--- config.mk ---
export PLATFORM = sky130hd
export DESIGN_NAME = shared_reg_arbiter
export DESIGN_NICKNAME = d
export VERILOG_FILES = /design/src/rtl/shared_reg_arbiter.sv
export SDC_FILE = /design/constraint.sdc
export NUM_CORES = 1
export LEC_CHECK = 0
export ABC_AREA = 1
export CAP_MARGIN = 20
export CORE_ASPECT_RATIO = 1.2
export CORE_MARGIN = 4
export CORE_UTILIZATION = 49
export CTS_BUF_LIST = sky130_fd_sc_hd__clkbuf_4
export CTS_CLUSTER_SIZE = 14
export DETAILED_ROUTE_END_ITERATION = 16
export HOLD_SLACK_MARGIN = 0.08
export PLACE_DENSITY = 0.82
export RECOVER_POWER = 25
export SLEW_MARGIN = 20
export SYNTH_ARGS = -nofsm -noshare
export SYNTH_HDL_FRONTEND = slang
export SYNTH_SLANG_ARGS = --single-unit
--- constraint.sdc ---
create_clock -name clk -period 2.34 [get_ports clk]
set_input_delay 0.468 -clock clk [delete_from_list [all_inputs] [get_ports clk]]
set_output_delay 0.468 -clock clk [all_outputs]
set_load 0.03 [all_outputs]
--- src/rtl/shared_reg_arbiter.sv ---
// shared_reg_arbiter: round-robin write arbiter for one shared register.
// Requesters present data plus a bit mask. Each grant commits one masked
// write, so the shared register has a single registered driver.
// An arbitration cycle (IDLE) is always followed by one WRITE cycle.
module shared_reg_arbiter #(
    parameter int NREQ  = 3,
    parameter int WIDTH = 4
) (
    input  logic                  clk,
    input  logic                  rst_n,
    input  logic [NREQ-1:0]       req,
    input  logic [NREQ*WIDTH-1:0] wdata,
    input  logic [NREQ*WIDTH-1:0] wmask,
    output logic [NREQ-1:0]       gnt,
    output logic [WIDTH-1:0]      q,
    output logic                  contend,
    output logic [7:0]            wr_count
);

    localparam int IW = (NREQ > 1) ? $clog2(NREQ) : 1;

    typedef enum logic [0:0] {
        IDLE  = 1'b0,
        WRITE = 1'b1
    } state_t;

    state_t            state_q, state_d;
    logic [IW-1:0]     ptr_q, ptr_d;
    logic [IW-1:0]     win_q, win_d;
    logic [WIDTH-1:0]  data_q, data_d;
    logic [WIDTH-1:0]  mask_q, mask_d;
    logic [WIDTH-1:0]  shreg_q, shreg_d;
    logic              contend_q, contend_d;
    logic [7:0]        cnt_q, cnt_d;

    logic [IW:0]       pick_s;
    logic [WIDTH-1:0]  sel_data_s;
    logic [WIDTH-1:0]  sel_mask_s;

    // Round-robin search from the pointer; MSB of the result flags "found".
    function automatic logic [IW:0] pick_winner(input logic [NREQ-1:0] r,
                                                input logic [IW-1:0]   p);
        logic [IW:0] res;
        int          idx;
        res = '0;
        for (int k = 0; k < NREQ; k++) begin
            idx = (int'(p) + k) % NREQ;
            if (!res[IW] && r[idx]) begin
                res = {1'b1, IW'(idx)};
            end else begin
                res = res;
            end
        end
        return res;
    endfunction

    // Number of active requests, used for the contention flag.
    function automatic int count_ones(input logic [NREQ-1:0] r);
        int n;
        n = 0;
        for (int k = 0; k < NREQ; k++) begin
            n = n + int'(r[k]);
        end
        return n;
    endfunction

    assign pick_s = pick_winner(req, ptr_q);

    // Mux out the winning requester's data and mask slices.
    always_comb begin
        sel_data_s = '0;
        sel_mask_s = '0;
        for (int i = 0; i < NREQ; i++) begin
            if (pick_s[IW-1:0] == IW'(i)) begin
                sel_data_s = wdata[i*WIDTH +: WIDTH];
                sel_mask_s = wmask[i*WIDTH +: WIDTH];
            end else begin
                sel_data_s = sel_data_s;
                sel_mask_s = sel_mask_s;
            end
        end
    end

    // Next-state logic: arbitrate in IDLE, commit the latched write in WRITE.
    always_comb begin
        state_d   = state_q;
        ptr_d     = ptr_q;
        win_d     = win_q;
        data_d    = data_q;
        mask_d    = mask_q;
        shreg_d   = shreg_q;
        contend_d = 1'b0;
        cnt_d     = cnt_q;
        case (state_q)
            IDLE: begin
                if (pick_s[IW]) begin
                    win_d     = pick_s[IW-1:0];
                    data_d    = sel_data_s;
                    mask_d    = sel_mask_s;
                    contend_d = (count_ones(req) > 1) ? 1'b1 : 1'b0;
                    state_d   = WRITE;
                end else begin
                    contend_d = 1'b0;
                    state_d   = IDLE;
                end
            end
            WRITE: begin
                shreg_d   = (shreg_q & ~mask_q) | (data_q & mask_q);
                ptr_d     = (win_q == IW'(NREQ - 1)) ? '0 : (win_q + IW'(1));
                cnt_d     = (cnt_q == 8'hFF) ? 8'hFF : (cnt_q + 8'd1);
                contend_d = 1'b0;
                state_d   = IDLE;
            end
            default: begin
                state_d   = IDLE;
                contend_d = 1'b0;
            end
        endcase
    end

    // State and datapath registers; reset discards any pending write.
    always_ff @(posedge clk or negedge rst_n) begin
        if (!rst_n) begin
            state_q   <= IDLE;
            ptr_q     <= '0;
            win_q     <= '0;
            data_q    <= '0;
            mask_q    <= '0;
            shreg_q   <= '0;
            contend_q <= 1'b0;
            cnt_q     <= 8'h00;
        end else begin
            state_q   <= state_d;
            ptr_q     <= ptr_d;
            win_q     <= win_d;
            data_q    <= data_d;
            mask_q    <= mask_d;
            shreg_q   <= shreg_d;
            contend_q <= contend_d;
            cnt_q     <= cnt_d;
        end
    end

    // Grant is a pure decode of registered state: one-hot winner during WRITE.
    always_comb begin
        gnt = '0;
        for (int i = 0; i < NREQ; i++) begin
            if ((state_q == WRITE) && (win_q == IW'(i))) begin
                gnt[i] = 1'b1;
            end else begin
                gnt[i] = 1'b0;
            end
        end
    end

    assign q        = shreg_q;
    assign contend  = contend_q;
    assign wr_count = cnt_q;

endmodule

======== Word level (Yosys, flattened, before mapping) ========
Index checks and enable logic that the tools add are counted.
storage, ports and cells
  input bits .............................. 29
  logic and storage cells ................. 69
  output and inout bits ................... 16
  register bits after elaboration ......... 26
operators by class
  magnitude comparators ................... 4
  $add $sub $neg .......................... 6
  reduce and logical (&&, ||, !) cells .... 10
  equal/unequal tests ..................... 5
  bitwise logic cells ..................... 5
  mux-type cells .......................... 28
  divide/modulo/power cells ............... 3
operators with widths
  kind                   count
  $lt 32x4->1 const B    3
  $mod 32x3->32 const B  2
  $mod 3x3->32 const B   1
  $mux 4                 6
  $mux 1                 12
  $mux 3                 3
  $add 8x1->8 const B    1
  $and 4x4->4            2
  $eq 8x8->1 const B     1
  $mux 8                 1
  $bmux 1 s2             3
  $logic_and 1x1->1      5
  $eq 2x1->1 const B     2
  $eq 2x2->1 const B     2
  $logic_not 2->1        2
  $not 4->4              1
  $or 4x4->4             1
  $pmux 1 s2             2
  $add 2x1->3            1
  $add 2x1->3 const B    1
  $add 2x2->3 const B    1
  $gt 3x1->1 const B     1
  $add 1x1->2            1
  $add 2x1->2 const B    1
  4 further kinds        5

======== Logic depth before layout (Yosys ltp) ========
Gate-level depths: netlist of run 1.
  depth after elaboration ................. 15
  mapped depth ............................ 14
  depth with buffers taken out ............ 14

======== Least setup slack after synthesis of run 1 ========
OpenSTA, ideal clock, no wires.
  path kind ............................... register to register
  start point ............................. reg ptr_q[0]
  end point ............................... reg mask_q[3]
  period minus slack after synthesis ...... 1.845 ns
  data required time ...................... 2.223 ns
  stages on the path, launching flop included .. 13
  setup time .............................. 0.117 ns
  setup slack ............................. 0.495 ns
  path buffers ............................ 0
  arrival ................................. 1.728 ns
  cells stage by stage .................... dfrtp_1 -> inv_1 -> ha_1 -> inv_1 -> nand2_2 -> nand2_2 -> a21oi_4 -> nand4_1 -> nand2_4 -> inv_4 -> or2_0 -> nand3_1 -> nand2_1
between the ends
  longest elaborated chain between the ends .. 15
  elaborated cells between the ends (all ways) .. 28
  classes of those cells .................. 2 x add/sub; 3 x div; 2 x eq/ne; 15 x mux; 6 x reduce/logical
RTL lines
  item                                                    line  RTL
  start: declaration                                      28    logic [IW-1:0] ptr_q, ptr_d;
  start signal: assignment                                134   ptr_q <= ptr_d;
  branches (longest 10 deep; another with $mod 32x3->32)  -
  $mux 3 (*)                                              48    if (!res[IW] && r[idx]) begin
  $logic_not 2->1                                         74    if (pick_s[IW-1:0] == IW'(i)) begin
  $mux 4 (3 in series)                                    74
  end signal: assignment                                  137   mask_q <= mask_d;
  end: declaration                                        31    logic [WIDTH-1:0] mask_q, mask_d;
Mark *: on every way between the ends. The select of a mux whose other input is x is not followed.
A chain may end at the register's enable or synchronous reset.

======== Worst setup path in the final report of run 1 ========
  start point ............................. reg state_q
  end point ............................... out gnt[2]
between the ends
  longest elaborated chain between the ends .. 2
RTL lines
  item                      line  RTL
  start: declaration        27    state_t state_q, state_d;
  start signal: assignment  133   state_q <= state_d;
  $logic_and 1x1->1         148   if ((state_q == WRITE) && (win_q == IW'(i))) begin
  $mux 1                    148
  end: declaration          14    output logic [NREQ-1:0] gnt,
Every way passes these cells.

==> flow_summary.rst, run 1 <==
.. list-table::
   :header-rows: 1

   * - Metric
     - Value
   * - Run status
     - finished clean
   * - Layout-stage area growth over the synthesis result
     - 34.5%
   * - Worst setup EP type
     - primary output
   * - MaxCap Viol Count
     - 0
   * - GRT Total Usage
     - 17.4%
   * - Type of the most critical hold path
     - flip-flop to flip-flop
   * - Ratio of routed vias to standard cells
     - 5.05
   * - Crit Path Category
     - flip-flop to primary output
   * - Deepest level of the CTS H-tree
     - 1
   * - Synth area leaders
     - sky130_fd_sc_hd__dfrtp_1, sky130_fd_sc_hd__nand2_1, sky130_fd_sc_hd__nand3_1
   * - Port Buffers
     - 44
   * - Global-route congestion overflow total
     - 0
   * - Element type at the critical path start
     - flip-flop
   * - Min Tclk post-route
     - 2.21 ns
   * - Critical path arrival
     - 1.74 ns
   * - Top cell type by total area after synthesis
     - sky130_fd_sc_hd__dfrtp_1
   * - Share of async-settable or async-resettable flops after synthesis
     - 100%
   * - TNS Setup
     - 0 ns
   * - Count of final max-slew check failures
     - 0
   * - Most common cell after layout, fill and taps aside
     - sky130_fd_sc_hd__nand2_1
   * - Leakage Power
     - 0.00100 µW
   * - Worst clock skew
     - 0.0115 ns
   * - IO Count
     - 45
   * - Worst skew pair latency
     - 0.33 ns
   * - Clock transition at the register clock pins on the worst setup and hold paths after CTS
     - 0.14 ns
   * - RSZ-0062 raised after global routing
     - false
   * - Mapped Area
     - 0.00153 mm²
   * - Filler Cells Inserted
     - 254
   * - Leading register cell type out of synthesis
     - sky130_fd_sc_hd__dfrtp_1
   * - Detailed-route via count
     - 1,433
   * - Hold path startpoint
     - mask_q[0]
   * - Number of global-route vias before repair
     - 1,377
   * - Maximum buffer depth of the clock tree
     - 2
   * - Launch point of the worst reg-to-reg path
     - ptr_q[0]
   * - Num Clock Sinks
     - 26
   * - Post-detailed-route DRC marker count
     - 0
   * - Number of standard-cell rows in the floorplan
     - 21
   * - FF-to-FF End
     - mask_q[0]
   * - Crit-path max FO
     - 5
   * - First-pass DRT Iterations
     - 4
   * - Distinct cell type count after synthesis
     - 25
   * - Iteration-0 DRC Markers
     - 34
   * - Cell count after synthesis
     - 203
   * - Diodes inserted
     - 0
   * - Final Hold Slack
     - 0.505 ns
   * - Fmax achieved
     - 0.452 GHz
   * - Final ANT Viol Nets
     - 0
   * - Worst ir drop on vdd
     - 0.995 mV
   * - Initial Util
     - 53.0%
   * - Post-synthesis register bit count
     - 26
   * - Sequential share of the synthesized area
     - 42.4%
   * - Maximum number of pins on one net before global-route repair
     - 27
   * - Reg2Reg Setup Slack
     - 0.23 ns
   * - Period Utilization, post-route
     - 94.4%
   * - GP Congestion
     - 0.834
   * - Transition time at the pin with the least slew margin
     - 1.41 ns
   * - Drt total wl
     - 3410 µm
   * - Reg2reg path depth
     - 12
   * - Worst setup startpoint
     - state_q
   * - P per Cell Area
     - 1510 mW/mm²
   * - Fraction of post-synthesis cell area in the top cell type by area
     - 42.4%
   * - Mean post-synth cell area
     - 7.55 µm²
   * - Avg WL per Cell
     - 12.0 µm
   * - Core footprint
     - 0.00289 mm²
   * - Required time of the worst setup path
     - 1.87 ns
   * - Nets
     - 286
   * - Worst max-slew margin expressed relative to the limit
     - 6.20%
   * - Most used cells in the layout excluding fill and tap cells
     - sky130_fd_sc_hd__nand2_1, sky130_fd_sc_hd__clkdlybuf4s50_1, sky130_fd_sc_hd__inv_1
   * - Fraction of final layout cells sized beyond drive strength 1
     - 4.80%
   * - Number of antenna violations at the first check in global routing
     - 0
   * - Post-synth net total
     - 238
   * - Final HPWL from detailed placement
     - 2690 µm
   * - Wire length of the first global-routing pass
     - 5660 µm
   * - Final count of negative-setup-slack endpoints
     - 0
   * - CTS tree
     - built
   * - Overall die width
     - 59.1 µm
   * - Clock buffers created by TritonCTS
     - 3
   * - Fin util
     - 71.3%
   * - Worst hold path cell count
     - 1
   * - Final hold violation count
     - 0
   * - Cts hold-fix bufs
     - 0
   * - Clock root buffer master
     - sky130_fd_sc_hd__clkbuf_4
   * - Yosys warnings
     - 0
   * - Die footprint
     - 0.00409 mm²
   * - Count of flip-flops with a built-in enable after synthesis
     - 0
   * - Die height
     - 69.3 µm
[power by group]
part	leakage [µW]	switching (µW)	internal (µW)
Combinational	0.000664	1250	733
Sequential	0.000309	149	667
Clock	0.0000279	138	173
[routing by layer]
metal | share of wire, % | vias up | global-route usage (%)
met4 | 1.4 | 0 | 5.54
met1 | 44 | 620 | 20.7
met3 | 6.6 | 4 | 2.61
met2 | 48 | 53 | 31.0
met5 | 0 | - | 0
li1 | - | 756 | -
[cell type report]
cell class / count / area, µm² / area share [%]
timing repair buffer: 46 / 452 / 21.9
sequential: 26 / 651 / 31.6
clock buffer: 3 / 22.5 / 1.09
inverter: 34 / 130 / 6.31
multi-input combinational: 140 / 734 / 35.6
clock inverter: 1 / 30.0 / 1.46
tap: 34 / 42.5 / 2.06
[per-stage QoR]
step / power [µW] / setup WS, ns / cell area [µm²] / instances
2_1_floorplan: 2250 / 0.495 / 1530 / 203
3_3_place_gp: 2750 / 0.117 / 2010 / 280
3_5_place_dp: 2790 / 0.0845 / 2010 / 280
4_1_cts: 3110 / 0.147 / 2060 / 284
5_1_grt: 3410 / 0.0414 / 2060 / 284
6_report: 3110 / 0.130 / 2060 / 284
[cell families after synthesis]
logic type,after synthesis,share of synthesized area [%]
and+or+nand+nor,103,30.4
xor gates and xnor gates,3,1.71
buffers and inverters,37,9.96
adders and majority gates,6,4.90
DFF,26,42.4
AOI/OAI and AO/OA,28,10.5
[how the worst max path moves through the flow]
stage,end,slack (ns),depth (start not counted)
floorplan,mask_q[3],0.49,12
global placement,mask_q[3],0.12,12
detailed placement,mask_q[0],0.08,10
CTS,gnt[2],0.15,3
global route,mask_q[2],0.04,12
finish,gnt[2],0.13,3
[worst max-delay path, cell delays in order (launching register included)]
cell	delay, ns
sky130_fd_sc_hd__dfrtp_1	0.43
sky130_fd_sc_hd__inv_1	0.13
sky130_fd_sc_hd__nor3_1	0.16
sky130_fd_sc_hd__clkdlybuf4s50_1	0.70
[cells in the mapped netlist, types with 2 or more instances]
cell type                  number
sky130_fd_sc_hd__a21oi_1       12
sky130_fd_sc_hd__a31oi_1        4
sky130_fd_sc_hd__dfrtp_1       26
sky130_fd_sc_hd__ha_1           6
sky130_fd_sc_hd__inv_1         32
sky130_fd_sc_hd__nand2_1       50
sky130_fd_sc_hd__nand2_2        3
sky130_fd_sc_hd__nand3_1       25
sky130_fd_sc_hd__nand3b_1       2
sky130_fd_sc_hd__nand4_1        4
sky130_fd_sc_hd__nor2_1         9
sky130_fd_sc_hd__nor3_1         5
sky130_fd_sc_hd__o21ai_0        8
sky130_fd_sc_hd__o22ai_1        2
sky130_fd_sc_hd__or2_0          4
sky130_fd_sc_hd__xor2_1         2
[what timing repair did]
item	4_1_cts	5_1_grt
gates resized for setup	0	1
endpoints found under the setup margin	0	3
endpoints found under the hold margin	0	0
setup buffers	0	0
(Power assumes the default switching activity.)
==> run 2, diff against run 1 <==
==> constraint.sdc (replaced) <==
create_clock -name clk -period 2.5 [get_ports clk]
set_input_delay 0.5 -clock clk [delete_from_list [all_inputs] [get_ports clk]]
set_output_delay 0.5 -clock clk [all_outputs]
set_load 0.03 [all_outputs]
==> flow_summary.rst, run 2 (synthesized netlist as in run 1, its figures left out) <==
.. list-table::
   :header-rows: 1

   * - Metric
     - Value
   * - Run status
     - finished clean
   * - Critical Path Max Stage Delay
     - 0.70 ns (about the same)
   * - Final hold violation count
     - 0 (unchanged)
   * - Filler Cells Inserted
     - 237 (-6.7%)
   * - Deepest level of the CTS H-tree
     - 1 (unchanged)
   * - Total area of sequential cells
     - 652 µm² (+0.19%)
   * - Transition time at the pin with the least slew margin
     - 1.35 ns (-0.0542 ns)
   * - Final non-filler cell area
     - 0.00206 mm² (-0.18%)
   * - Core footprint
     - 0.00289 mm² (unchanged)
   * - Worst skew pair latency
     - 0.32 ns (about the same)
   * - Maximum buffer depth of the clock tree
     - 2 (unchanged)
   * - Fraction of final layout cells sized beyond drive strength 1
     - 5.20% (+0.40 points)
   * - Final ANT Viol Nets
     - 0 (unchanged)
   * - Count of final max-slew check failures
     - 0 (unchanged)
   * - Worst path cell trace
     - inv_1 > nor3_1 > clkdlybuf4s50_1
   * - P per Cell Area
     - 1400 mW/mm² (-7.3%)
   * - Worst setup startpoint
     - state_q
   * - CTS tree
     - built
   * - Die height
     - 69.3 µm (unchanged)
   * - Detailed-route via count
     - 1,435 (+0.14%)
   * - Layout-stage area growth over the synthesis result
     - 34.3%
   * - Drt total wl
     - 3240 µm (-4.8%)
   * - Maximum number of pins on one net before global-route repair
     - 27 (unchanged)
   * - Nets
     - 286 (unchanged)
   * - Min Tclk post-route
     - 2.30 ns
   * - Crit-path max FO
     - 11 (+6)
   * - Pwr Total
     - 2880 µW (-7.5%)
   * - Most used cells in the layout excluding fill and tap cells
     - sky130_fd_sc_hd__nand2_1, sky130_fd_sc_hd__clkdlybuf4s50_1, sky130_fd_sc_hd__inv_1
   * - Type of the most critical hold path
     - flip-flop to flip-flop
   * - IO Count
     - 45 (unchanged)
   * - First-pass DRT Iterations
     - 4 (unchanged)
   * - Cts hold-fix bufs
     - 0 (unchanged)
   * - GRT Total Usage
     - 17.2% (-0.20 points)
   * - Number of standard-cell rows in the floorplan
     - 21 (unchanged)
   * - Worst path top cell family by delay
     - buffers and inverters
   * - Avg WL per Cell
     - 11.4 µm (-4.8%)
   * - Clock transition at the register clock pins on the worst setup and hold paths after CTS
     - 0.15 ns (about the same)
   * - Initial Util
     - 53.0% (unchanged)
   * - Worst clock skew
     - 0.00760 ns (-0.00394 ns)
   * - Fmax achieved
     - 0.435 GHz
   * - GP Congestion
     - 0.876 (+5.0%)
   * - Clock root buffer master
     - sky130_fd_sc_hd__clkbuf_4
   * - Reg2Reg Setup Slack
     - 0.32 ns (+0.09 ns)
   * - Global-route congestion overflow total
     - 0 (unchanged)
   * - RSZ-0062 raised after global routing
     - false
   * - Diodes inserted
     - 0 (unchanged)
   * - Setup Buffers After CTS
     - 0 (unchanged)
   * - MaxCap Viol Count
     - 0 (unchanged)
   * - Overall die width
     - 59.1 µm (unchanged)
   * - Die footprint
     - 0.00409 mm² (unchanged)
   * - Number of antenna violations at the first check in global routing
     - 0 (unchanged)
   * - Required time of the worst setup path
     - 2.00 ns (+0.13 ns)
   * - FF-to-FF End
     - mask_q[0]
   * - Number of global-route vias before repair
     - 1,362 (-1.1%)
   * - Multi-input logic area
     - 729 µm² (-0.68%)
   * - Critical path arrival
     - 1.80 ns (+0.06 ns)
   * - Port Buffers
     - 44 (unchanged)
   * - Worst path bufs/invs
     - 2 (unchanged)
   * - TNS Setup
     - 0 ns (unchanged)
   * - Slowest cell on the critical path
     - sky130_fd_sc_hd__clkdlybuf4s50_1
   * - Worst ir drop on vdd
     - 0.848 mV (-15%)
   * - Count of cell instances traversed by the critical path
     - 3 (unchanged)
   * - Wire length of the first global-routing pass
     - 5660 µm (unchanged)
   * - Reg2reg path depth
     - 12 (unchanged)
   * - Crit Path Category
     - flip-flop to primary output
   * - Iteration-0 DRC Markers
     - 44 (+29%)
   * - Post-CTS resize count
     - 0 (unchanged)
   * - Most common cell after layout, fill and taps aside
     - sky130_fd_sc_hd__nand2_1
   * - Period Utilization, post-route
     - 91.9%
   * - Launch point of the worst reg-to-reg path
     - ptr_q[0]
   * - Leakage Power
     - 0.000998 µW (-0.32%)
   * - Critical path destination
     - gnt[2]
   * - Post-detailed-route DRC marker count
     - 0 (unchanged)
   * - Final Hold Slack
     - 0.516 ns (+0.0112 ns)
   * - Worst setup EP type
     - primary output
   * - Worst max-slew margin expressed relative to the limit
     - 9.81% (+3.6 points)
   * - Final HPWL from detailed placement
     - 2560 µm (-4.6%)
   * - Clock buffers created by TritonCTS
     - 3 (unchanged)
   * - Placed Area
     - 0.00201 mm² (unchanged)
   * - Element type at the critical path start
     - flip-flop
   * - Final count of negative-setup-slack endpoints
     - 0 (unchanged)
   * - Num Clock Sinks
     - 26 (unchanged)
   * - Ratio of routed vias to standard cells
     - 5.05 (+0.14%)
## run 2: cell counts in the layout (fill, tap and decap cells not counted)
No cell type changed its count.
## run 2: metrics by stage
stage	instances	utilization (%)	setup slack, ns
3_5_place_dp	280	69.5	0.187
2_1_floorplan	203	-	0.655
5_1_grt	284	71.2	0.0749
4_1_cts	284	71.3	0.100
6_report	284	71.2	0.203
3_3_place_gp	280	69.5	0.214
## run 2: worst min-delay path by stage
stage | start | end | slack, ns | cells after the start
finish | mask_q[0] | flip-flop | 0.52 | 1
global route | mask_q[2] | flip-flop | 0.53 | 1
CTS | rst_n | wr_count[0] | 0.51 | 2
detailed placement | mask_q[1] | flip-flop | 0.49 | 1
global placement | mask_q[0] | flip-flop | 0.47 | 1
floorplan | rst_n | async pin | 0.20 | 0
## run 2: where the power goes
part	internal, µW	switching, µW
Combinational	680	1130
Clock	162	127
Sequential	626	154
## run 2: cell type report
cell class / count / area share [%]
inverters: 34 / 6.32
clock buffers: 3 / 1.09
flip-flops and latches: 26 / 31.7
clock inverters: 1 / 1.46
well taps: 34 / 2.07
repair buffers: 46 / 21.9
multi-input cells: 140 / 35.4
## run 2: routing by layer
metal,vias up,GRT usage [%],part of all wire [%]
li1,751,-,-
met1,643,22.2,46
met2,39,27.6,47
met3,2,3.91,5.9
met4,0,6.05,0.74
met5,-,0,0
